[src/rtl/sys_cmd_master.sv]
// sys_cmd_master: turns one host command into a UART protocol frame, then gathers the reply bytes.
// Latency: the header byte is valid in the cycle after acceptance. The result pulses in the cycle after the last reply byte.
// Backpressure: the TX byte is held stable while tx_busy_i is high. New commands are refused while cmd_busy_o is high.
module sys_cmd_master #(
  parameter int TIMEOUT_CYCLES = 4096
) (
  input  logic        clk_i,
  input  logic        rst_ni,
  input  logic        cmd_vld_i,
  input  logic [1:0]  cmd_type_i,
  input  logic [3:0]  cmd_addr_i,
  input  logic [7:0]  cmd_data_i,
  input  logic [7:0]  cmd_opa_i,
  input  logic [7:0]  cmd_opb_i,
  input  logic [3:0]  cmd_fun_i,
  output logic        cmd_busy_o,
  output logic [7:0]  tx_data_o,
  output logic        tx_vld_o,
  input  logic        tx_busy_i,
  input  logic [7:0]  rx_data_i,
  input  logic        rx_vld_i,
  output logic [15:0] rsp_data_o,
  output logic        rsp_vld_o,
  output logic        rsp_timeout_o
);

  localparam logic [15:0] TO_LAST = 16'(TIMEOUT_CYCLES - 1);

  typedef enum logic [2:0] {S_IDLE, S_SEND, S_WAIT, S_DONE, S_TOUT} state_e;

  state_e      state_q;
  logic [1:0]  type_q;
  logic [3:0]  addr_q;
  logic [7:0]  data_q;
  logic [7:0]  opa_q;
  logic [7:0]  opb_q;
  logic [3:0]  fun_q;
  logic [1:0]  idx_q;
  logic        rx_cnt_q;
  logic [7:0]  byte0_q;
  logic [15:0] cnt_q;
  logic        busy_q;
  logic [7:0]  tx_data_q;
  logic        tx_vld_q;
  logic [15:0] rsp_data_q;
  logic        rsp_vld_q;
  logic        rsp_tout_q;
  logic [7:0]  nxt_byte_d;

  // Byte i of the frame for command type t.
  function automatic logic [7:0] frame_byte(input logic [1:0] t, input logic [1:0] i,
                                            input logic [3:0] a, input logic [7:0] d,
                                            input logic [7:0] oa, input logic [7:0] ob,
                                            input logic [3:0] f);
    logic [7:0] b;
    b = 8'h00;
    case (t)
      2'b00: b = (i == 2'd0) ? 8'hAA : (i == 2'd1) ? {4'h0, a} : d;
      2'b01: b = (i == 2'd0) ? 8'hBB : {4'h0, a};
      2'b10: b = (i == 2'd0) ? 8'hCC : (i == 2'd1) ? oa : (i == 2'd2) ? ob : {4'h0, f};
      default: b = (i == 2'd0) ? 8'hDD : {4'h0, f};
    endcase
    return b;
  endfunction

  // Index of the final frame byte for each command type.
  function automatic logic [1:0] last_idx(input logic [1:0] t);
    case (t)
      2'b00:   return 2'd2;
      2'b10:   return 2'd3;
      default: return 2'd1;
    endcase
  endfunction

  // Next frame byte, taken from the fields latched at acceptance.
  always_comb begin
    nxt_byte_d = frame_byte(type_q, idx_q + 2'd1, addr_q, data_q, opa_q, opb_q, fun_q);
  end

  // Command FSM. All outputs are registered here.
  always_ff @(posedge clk_i or negedge rst_ni) begin
    if (!rst_ni) begin
      state_q    <= S_IDLE;
      type_q     <= 2'd0;
      addr_q     <= 4'd0;
      data_q     <= 8'd0;
      opa_q      <= 8'd0;
      opb_q      <= 8'd0;
      fun_q      <= 4'd0;
      idx_q      <= 2'd0;
      rx_cnt_q   <= 1'b0;
      byte0_q    <= 8'd0;
      cnt_q      <= 16'd0;
      busy_q     <= 1'b0;
      tx_data_q  <= 8'd0;
      tx_vld_q   <= 1'b0;
      rsp_data_q <= 16'd0;
      rsp_vld_q  <= 1'b0;
      rsp_tout_q <= 1'b0;
    end else begin
      rsp_vld_q  <= 1'b0;
      rsp_tout_q <= 1'b0;
      case (state_q)
        S_IDLE: begin
          if (cmd_vld_i) begin
            type_q    <= cmd_type_i;
            addr_q    <= cmd_addr_i;
            data_q    <= cmd_data_i;
            opa_q     <= cmd_opa_i;
            opb_q     <= cmd_opb_i;
            fun_q     <= cmd_fun_i;
            idx_q     <= 2'd0;
            tx_data_q <= frame_byte(cmd_type_i, 2'd0, cmd_addr_i, cmd_data_i,
                                    cmd_opa_i, cmd_opb_i, cmd_fun_i);
            tx_vld_q  <= 1'b1;
            busy_q    <= 1'b1;
            state_q   <= S_SEND;
          end
        end
        S_SEND: begin
          if (!tx_busy_i) begin
            if (idx_q == last_idx(type_q)) begin
              tx_vld_q <= 1'b0;
              if (type_q == 2'b00) begin
                rsp_data_q <= 16'h0000;
                rsp_vld_q  <= 1'b1;
                state_q    <= S_DONE;
              end else begin
                cnt_q    <= 16'd0;
                rx_cnt_q <= 1'b0;
                state_q  <= S_WAIT;
              end
            end else begin
              idx_q     <= idx_q + 2'd1;
              tx_data_q <= nxt_byte_d;
            end
          end
        end
        S_WAIT: begin
          // A byte arriving on the expiry edge takes priority over the timeout.
          if (rx_vld_i) begin
            cnt_q <= 16'd0;
            if (!type_q[1]) begin
              rsp_data_q <= {8'h00, rx_data_i};
              rsp_vld_q  <= 1'b1;
              state_q    <= S_DONE;
            end else if (rx_cnt_q) begin
              rsp_data_q <= {rx_data_i, byte0_q};
              rsp_vld_q  <= 1'b1;
              state_q    <= S_DONE;
            end else begin
              byte0_q  <= rx_data_i;
              rx_cnt_q <= 1'b1;
            end
          end else if (cnt_q == TO_LAST) begin
            rsp_tout_q <= 1'b1;
            state_q    <= S_TOUT;
          end else begin
            cnt_q <= cnt_q + 16'd1;
          end
        end
        S_DONE, S_TOUT: begin
          busy_q  <= 1'b0;
          state_q <= S_IDLE;
        end
        default: begin
          busy_q   <= 1'b0;
          tx_vld_q <= 1'b0;
          state_q  <= S_IDLE;
        end
      endcase
    end
  end

  assign cmd_busy_o    = busy_q;
  assign tx_data_o     = tx_data_q;
  assign tx_vld_o      = tx_vld_q;
  assign rsp_data_o    = rsp_data_q;
  assign rsp_vld_o     = rsp_vld_q;
  assign rsp_timeout_o = rsp_tout_q;

endmodule

[config.mk]
export PLATFORM = sky130hd
export DESIGN_NAME = sys_cmd_master
export DESIGN_NICKNAME = d
export VERILOG_FILES = /design/src/rtl/sys_cmd_master.sv
export SDC_FILE = /design/constraint.sdc
export NUM_CORES = 1
export LEC_CHECK = 0
export CAP_MARGIN = 40
export CORE_AREA = 5 5 123 125
export CTS_CLUSTER_SIZE = 8
export DETAILED_ROUTE_END_ITERATION = 16
export DIE_AREA = 0 0 128 130
export DONT_BUFFER_PORTS = 1
export MAX_ROUTING_LAYER = met4
export SLEW_MARGIN = 25
export SYNTH_ARGS = -nofsm -noshare
export SYNTH_HDL_FRONTEND = slang
export SYNTH_SLANG_ARGS = --single-unit
[constraint.sdc]
create_clock -name clk_i -period 4 [get_ports clk_i]
set_input_delay 0.6 -clock clk_i [delete_from_list [all_inputs] [get_ports clk_i]]
set_output_delay 0.6 -clock clk_i [all_outputs]
set_load 0.03 [all_outputs]
Word level (Yosys, flattened, before mapping)
Cells that the tools add are included.
Widths: inputs -> output; s select.
Storage, ports and cells
  RAM bits: 0
  register bits after elaboration: 92
  memory bits (read-only): 0
  logic and storage cells: 126
  latch bits: 0
  memories: 0
  output and inout port bits: 28
  input port bits: 47
Operators by class
  bitwise gates (word level): 3
  eq/ne operators: 24
  multiply operators: 0
  muxes and demuxes: 63
  order comparisons: 0
  divide/modulo/power cells: 0
  shift operators: 0
  $add $sub $neg: 2
  reduce and logical (&&, ||, !) cells: 17
Operators with widths (count)
  $mux 16: 11
  $mux 8: 10
  $pmux 16 s2: 2
  $pmux 8 s3: 1
  $mux 3: 7
  $pmux 7 s3: 1
  $mux 1: 18
  $add 16x1->16 const B: 1
  $eq 16x12->1 const B: 1
  $ne 2x2->1 const B: 8
  $pmux 8 s2: 1
  $reduce_and 4->1: 3
  $reduce_and 6->1: 2
  $mux 2: 5
  $reduce_and 5->1: 2
  $ne 3x3->1 const B: 3
  $pmux 3 s3: 1
  $pmux 2 s2: 2
  $eq 2x1->1 const B: 3
  $eq 2x2->1 const B: 3
  $eq 3x2->1 const B: 2
  $logic_not 2->1: 3
  $pmux 1 s2: 3
  $ne 4x4->1 const B: 1
  11 further kinds: 15

Depth between registers and ports, before layout
  depth after elaboration: 9
  depth in mapped cells: 8
  mapped depth without buffers: 7

Worst setup path before layout
OpenSTA, ideal clock, no wires.
  kind: input to register
  from: in cmd_vld_i
  to: reg tx_data_q[2], in the netlist tx_data_o[2]
  required time: 3875 ps
  arrival: 1969 ps
  path buffers: 2
  library setup time: 125 ps
  stages: 7
  path slack: 1906 ps
  path through: nor2b_1 and3_1 clkbuf_1 a31o_2 and2_1 buf_2 mux2_2
On the way
  cells in the longest elaborated chain, start to end: 2
Ends and longest elaborated chain
  start: declaration: line 9  | input logic cmd_vld_i,
  $ne 2x2->1 (no source line)
  $reduce_and 4->1 (no source line)
  end signal: assignment: line 113  | tx_data_q <= frame_byte(cmd_type_i, 2'd0, cmd_addr_i, cmd_data_i,
  end signal: assignment: line 135  | tx_data_q <= nxt_byte_d;
  end: declaration: line 43  | logic [7:0] tx_data_q;
No other way between the ends.
A chain may end at the register's enable or synchronous reset.

Worst setup path after layout
  from: reg type_q[0]
  to: reg rsp_data_q[1], in the netlist rsp_data_o[1]
On the way
  cells in the longest elaborated chain, start to end: 7
  elaborated cells between the ends (all ways): 9
  those cells by class: eq/ne (4); mux (3); reduce/logical (2)
Ends and longest elaborated chain
  start: declaration: line 32  | logic [1:0] type_q;
  start signal: assignment: line 106  | type_q <= cmd_type_i;
  $eq 2x2->1 or $logic_not 2->1 (tied branches): line 68, 124
  $pmux 2 s2: line 68  | case (t)
  $mux 2: line 121  | if (!tx_busy_i) begin
  $mux 2: line 103  | case (state_q)
  $eq 2x2->1: line 122  | if (idx_q == last_idx(type_q)) begin
  $ne 2x2->1 (no source line)
  $reduce_and 6->1 (no source line) (*)
  end signal: assignment: line 144  | rsp_data_q <= {8'h00, rx_data_i};
  end signal: assignment: line 148  | rsp_data_q <= {rx_data_i, byte0_q};
  end: declaration: line 45  | logic [15:0] rsp_data_q;
Every way passes the cells marked *; elsewhere a longest branch is shown, timed or not. The select of a mux whose other input is x is not followed.

==> impl_metrics.yaml <==
sta:
  max_slew_margin_pct: 55.1
  rsz0062_at_grt: "no"
  layout_min_cycle_time_ps: 2540
  finalHoldViolations: 0
  min_period_over_period_pct: 63.5
  finClkSkew_ps: 7.72
  setup_viol: 0
  tns_ps: 0
  slew_viol_final: 0
  worstMarginPinSlew_ps: 670
  max_freq_mhz: 394
detailed_routing:
  final_antenna_net_count: 0
  drt-initial-drc-count: 274
  via_per_inst: 5.40
  routedWlPerCell_um: 17.7
  vias: 3382
  wl_um: 11100
  drt_pass1_iterations: 4
  drcViolationCount: 0
setup_path:
  worstSetupStartpoint: "type_q[0]$_DFFE_PN0P_"
  cp-end-kind: "flip-flop"
  crit_buf_inv: 1
  critPathLaunchType: "flip-flop"
  cpMaxStageDelayCell: "dfrtp_1"
  slowest_delay_ps: 620
  cp.required_ps: 4230
  path_class: "reg -> reg"
  r2r_slack_ps: 1460
  crit_chain: "inv_1 > nand3_1 > o31a_1 > a21oi_4 > mux2_2"
  critPathTopFamily: "compound AO/OA/AOI/OAI gates"
  path_max_fanout: 20
  rr_startpoint: "type_q[0]$_DFFE_PN0P_"
  cp.arrival_ps: 2770
synthesis:
  netlist_area_um2: 4710
  synth_nets: 499
  synth_edf_count: 0
  synth_warnings: 0
  synth_flop_cell: "dfrtp_1"
  synth_seq_cells: 92
  postSynth.asyncResetShare_pct: 100
  netlist_instances: 448
  synth_area_per_cell_um2: 10.5
  yosysSeqAreaShare_pct: 48.9
  synth_cell_types: 55
die:
  initial_core_util_pct: 34.2
  rows: 43
  die_h_um: 130
  die_area_um2: 16600
  fp.dieW_um: 128
  core_um2: 13800
  ioPinCount: 75
final_layout:
  num-nets-final: 487
  synthToLayoutAreaGrowth_pct: 9.69
  layout.cells.non_filler: 626
  drive_above_1_share_pct: 18.8
  final_area_um2: 5170
clock_network:
  clockBufferDepth: 2
  cts_buffers: 9
  cts_sinks: 92
  post_cts_buffers: 0
  cts_root_buffer: "clkbuf_16"
  clkTransAtPathRegs_ps: 70
  ctsResizeCount: 0
  cts_tree: "built"
  worstSkewPairLatency_ps: 340
  htreeDepth: 3
  cts_hold_buf: 1
power_and_ir_drop:
  total_power_mw: 3.99
  peakVddDrop_v: 0.000262
  p_per_area_nw_per_um2: 773
  leakagePower_nw: 2.22
global_route:
  grt_max_degree: 93
  grt_overflow: 0
  antenna_found_initial: 4
  grtUsageTotal_pct: 14.3
  grt_pass1_vias: 3425
  grt_pass1_wl_um: 18400
placement:
  gp_congestion: 0.800
  place_hpwl_um: 7970
  io_buffer_count: 0
  placed_area_um2: 4810
  dp_cells: 603
outcome:
  outcome: "finished clean"
flow_run:
  maxCapViolCount: 0
min_path:
  hold_path_class: "in -> async"
==> stage by stage <==
step | hold WS [ps] | util [%] | setup slack [ps]
4_1_cts | 193 | 37.4 | 1300
6_report | 168 | 37.5 | 1460
5_1_grt | 199 | 37.5 | 1280
3_5_place_dp | 310 | 34.9 | 1310
2_1_floorplan | 304 | - | 1910
3_3_place_gp | 310 | 34.9 | 1430
==> per-layer routing <==
| layer | vias up | share of wire, % | wire (µm) | track usage (%) |
|---|---|---|---|---|
| met5 | - | 0 | 0 | - |
| met4 | 0 | 2.0 | 222 | 5.12 |
| met3 | 22 | 9.3 | 1030 | 5.28 |
| met2 | 94 | 44 | 4930 | 20.9 |
| met1 | 1662 | 44 | 4920 | 18.2 |
| li1 | 1604 | - | - | - |
==> registers in the layout, summed over array words and instances, names as in the netlist, 2 cells and up <==
name        count
cnt_q          16
rsp_data_o     16
byte0_q         8
data_q          8
opa_q           8
opb_q           8
tx_data_o       8
addr_q          4
fun_q           4
state_q         3
idx_q           2
type_q          2
==> cell usage in the layout, fill, tap and decap left out, types with 2 or more instances in the layout <==
master and instances:
inv_1 8, nand2b_1 4, nand4_1 5, and3_1 15, nand3b_1 3, mux2i_1 15, and2_1 4, ha_1 4
clkbuf_16 9, a211oi_1 4, nor2_1 30, buf_4 4, nor3b_2 2, a21oi_1 27, nor3_1 13, a41oi_1 2
o211ai_1 4, diode_2 5, nor2b_1 5, nor4_1 7, dfrtp_1 92, nand2_1 54, nand3_1 8, mux2_4 9
xor2_1 2, o31ai_1 3, o2111ai_1 2, inv_6 3, a31oi_1 8, mux2_2 44, o21ai_0 21, o311ai_0 3
a32oi_1 2
==> report_power, final <==
part	internal (mW)	switching [mW]	total [mW]
sequential	1.26	0.470	1.73
clock	0.508	0.373	0.881
combinational	0.646	0.736	1.38
==> logic make-up (layout without fill, tap and decap cells) <==
group,count (synthesis),after routing,share of synthesized area [%]
AO/OA/AOI/OAI,87,87,12.2
XOR/XNOR,3,3,0.558
adder cells (fa/ha/maj),4,4,1.06
buffers and inverters,36,29,3.77
flip-flops,92,92,48.9
multiplexers,68,68,16.6
other,0,5,0
AND/OR/NAND/NOR,158,158,17.0
==> path summary, 6_finish.rpt <==
path                                              to  cells past startpoint
setup reg to reg           rsp_data_o[1]$_DFFE_PN0P_                      5
min in group clk_i            byte0_q[3]$_DFFE_PN0P_                      2
max in group asynchronous   tx_data_o[4]$_DFFE_PN0P_                      1
hold reg to reg               byte0_q[2]$_DFFE_PN0P_                      2
hold / removal                 addr_q[2]$_DFFE_PN0P_                      1
setup / recovery           rsp_data_o[1]$_DFFE_PN0P_                      5
==> layout make-up <==
class | instances | area (µm²)
clock inverter | 6 | 70.1
antenna | 5 | 12.5
timing repair buffer | 5 | 57.6
tap | 180 | 225
clock buffer | 10 | 239
inverter | 8 | 30.0
fill | 1395 | 8600
multi-input combinational | 320 | 2230
sequential | 92 | 2300
==> cells in the mapped netlist (2+ instances only) <==
cell       number  area, µm²
mux2_4          9        135
nor4_1          7       43.8
o21ai_0        21        105
mux2_2         44        495
a21oi_1        27        135
mux2i_1        15        150
nand2_1        54        203
nor3_1         13       65.1
and3_1         15       93.8
a31oi_1         8       50.1
inv_1           8       30.0
o211ai_1        4       30.0
xor2_1          2       17.5
nand3b_1        3       22.5
buf_1           5       18.8
o2111ai_1       2       17.5
o311ai_0        3       26.3
nor2_1         30        113
buf_6           2       22.5
o31ai_1         3       22.5
a211oi_1        4       30.0
nor3b_2         2       25.0
buf_2           3       15.0
a32oi_1         2       17.5
ha_1            4       50.1
nand2b_1        4       25.0
nand4_1         5       31.3
clkbuf_1       15       56.3
and2_1          4       25.0
a41oi_1         2       17.5
dfrtp_1        92       2300
nand3_1         8       40.0
nor2b_1         5       31.3
buf_4           2       15.0
Note: power is estimated with default switching activity, not from simulation.
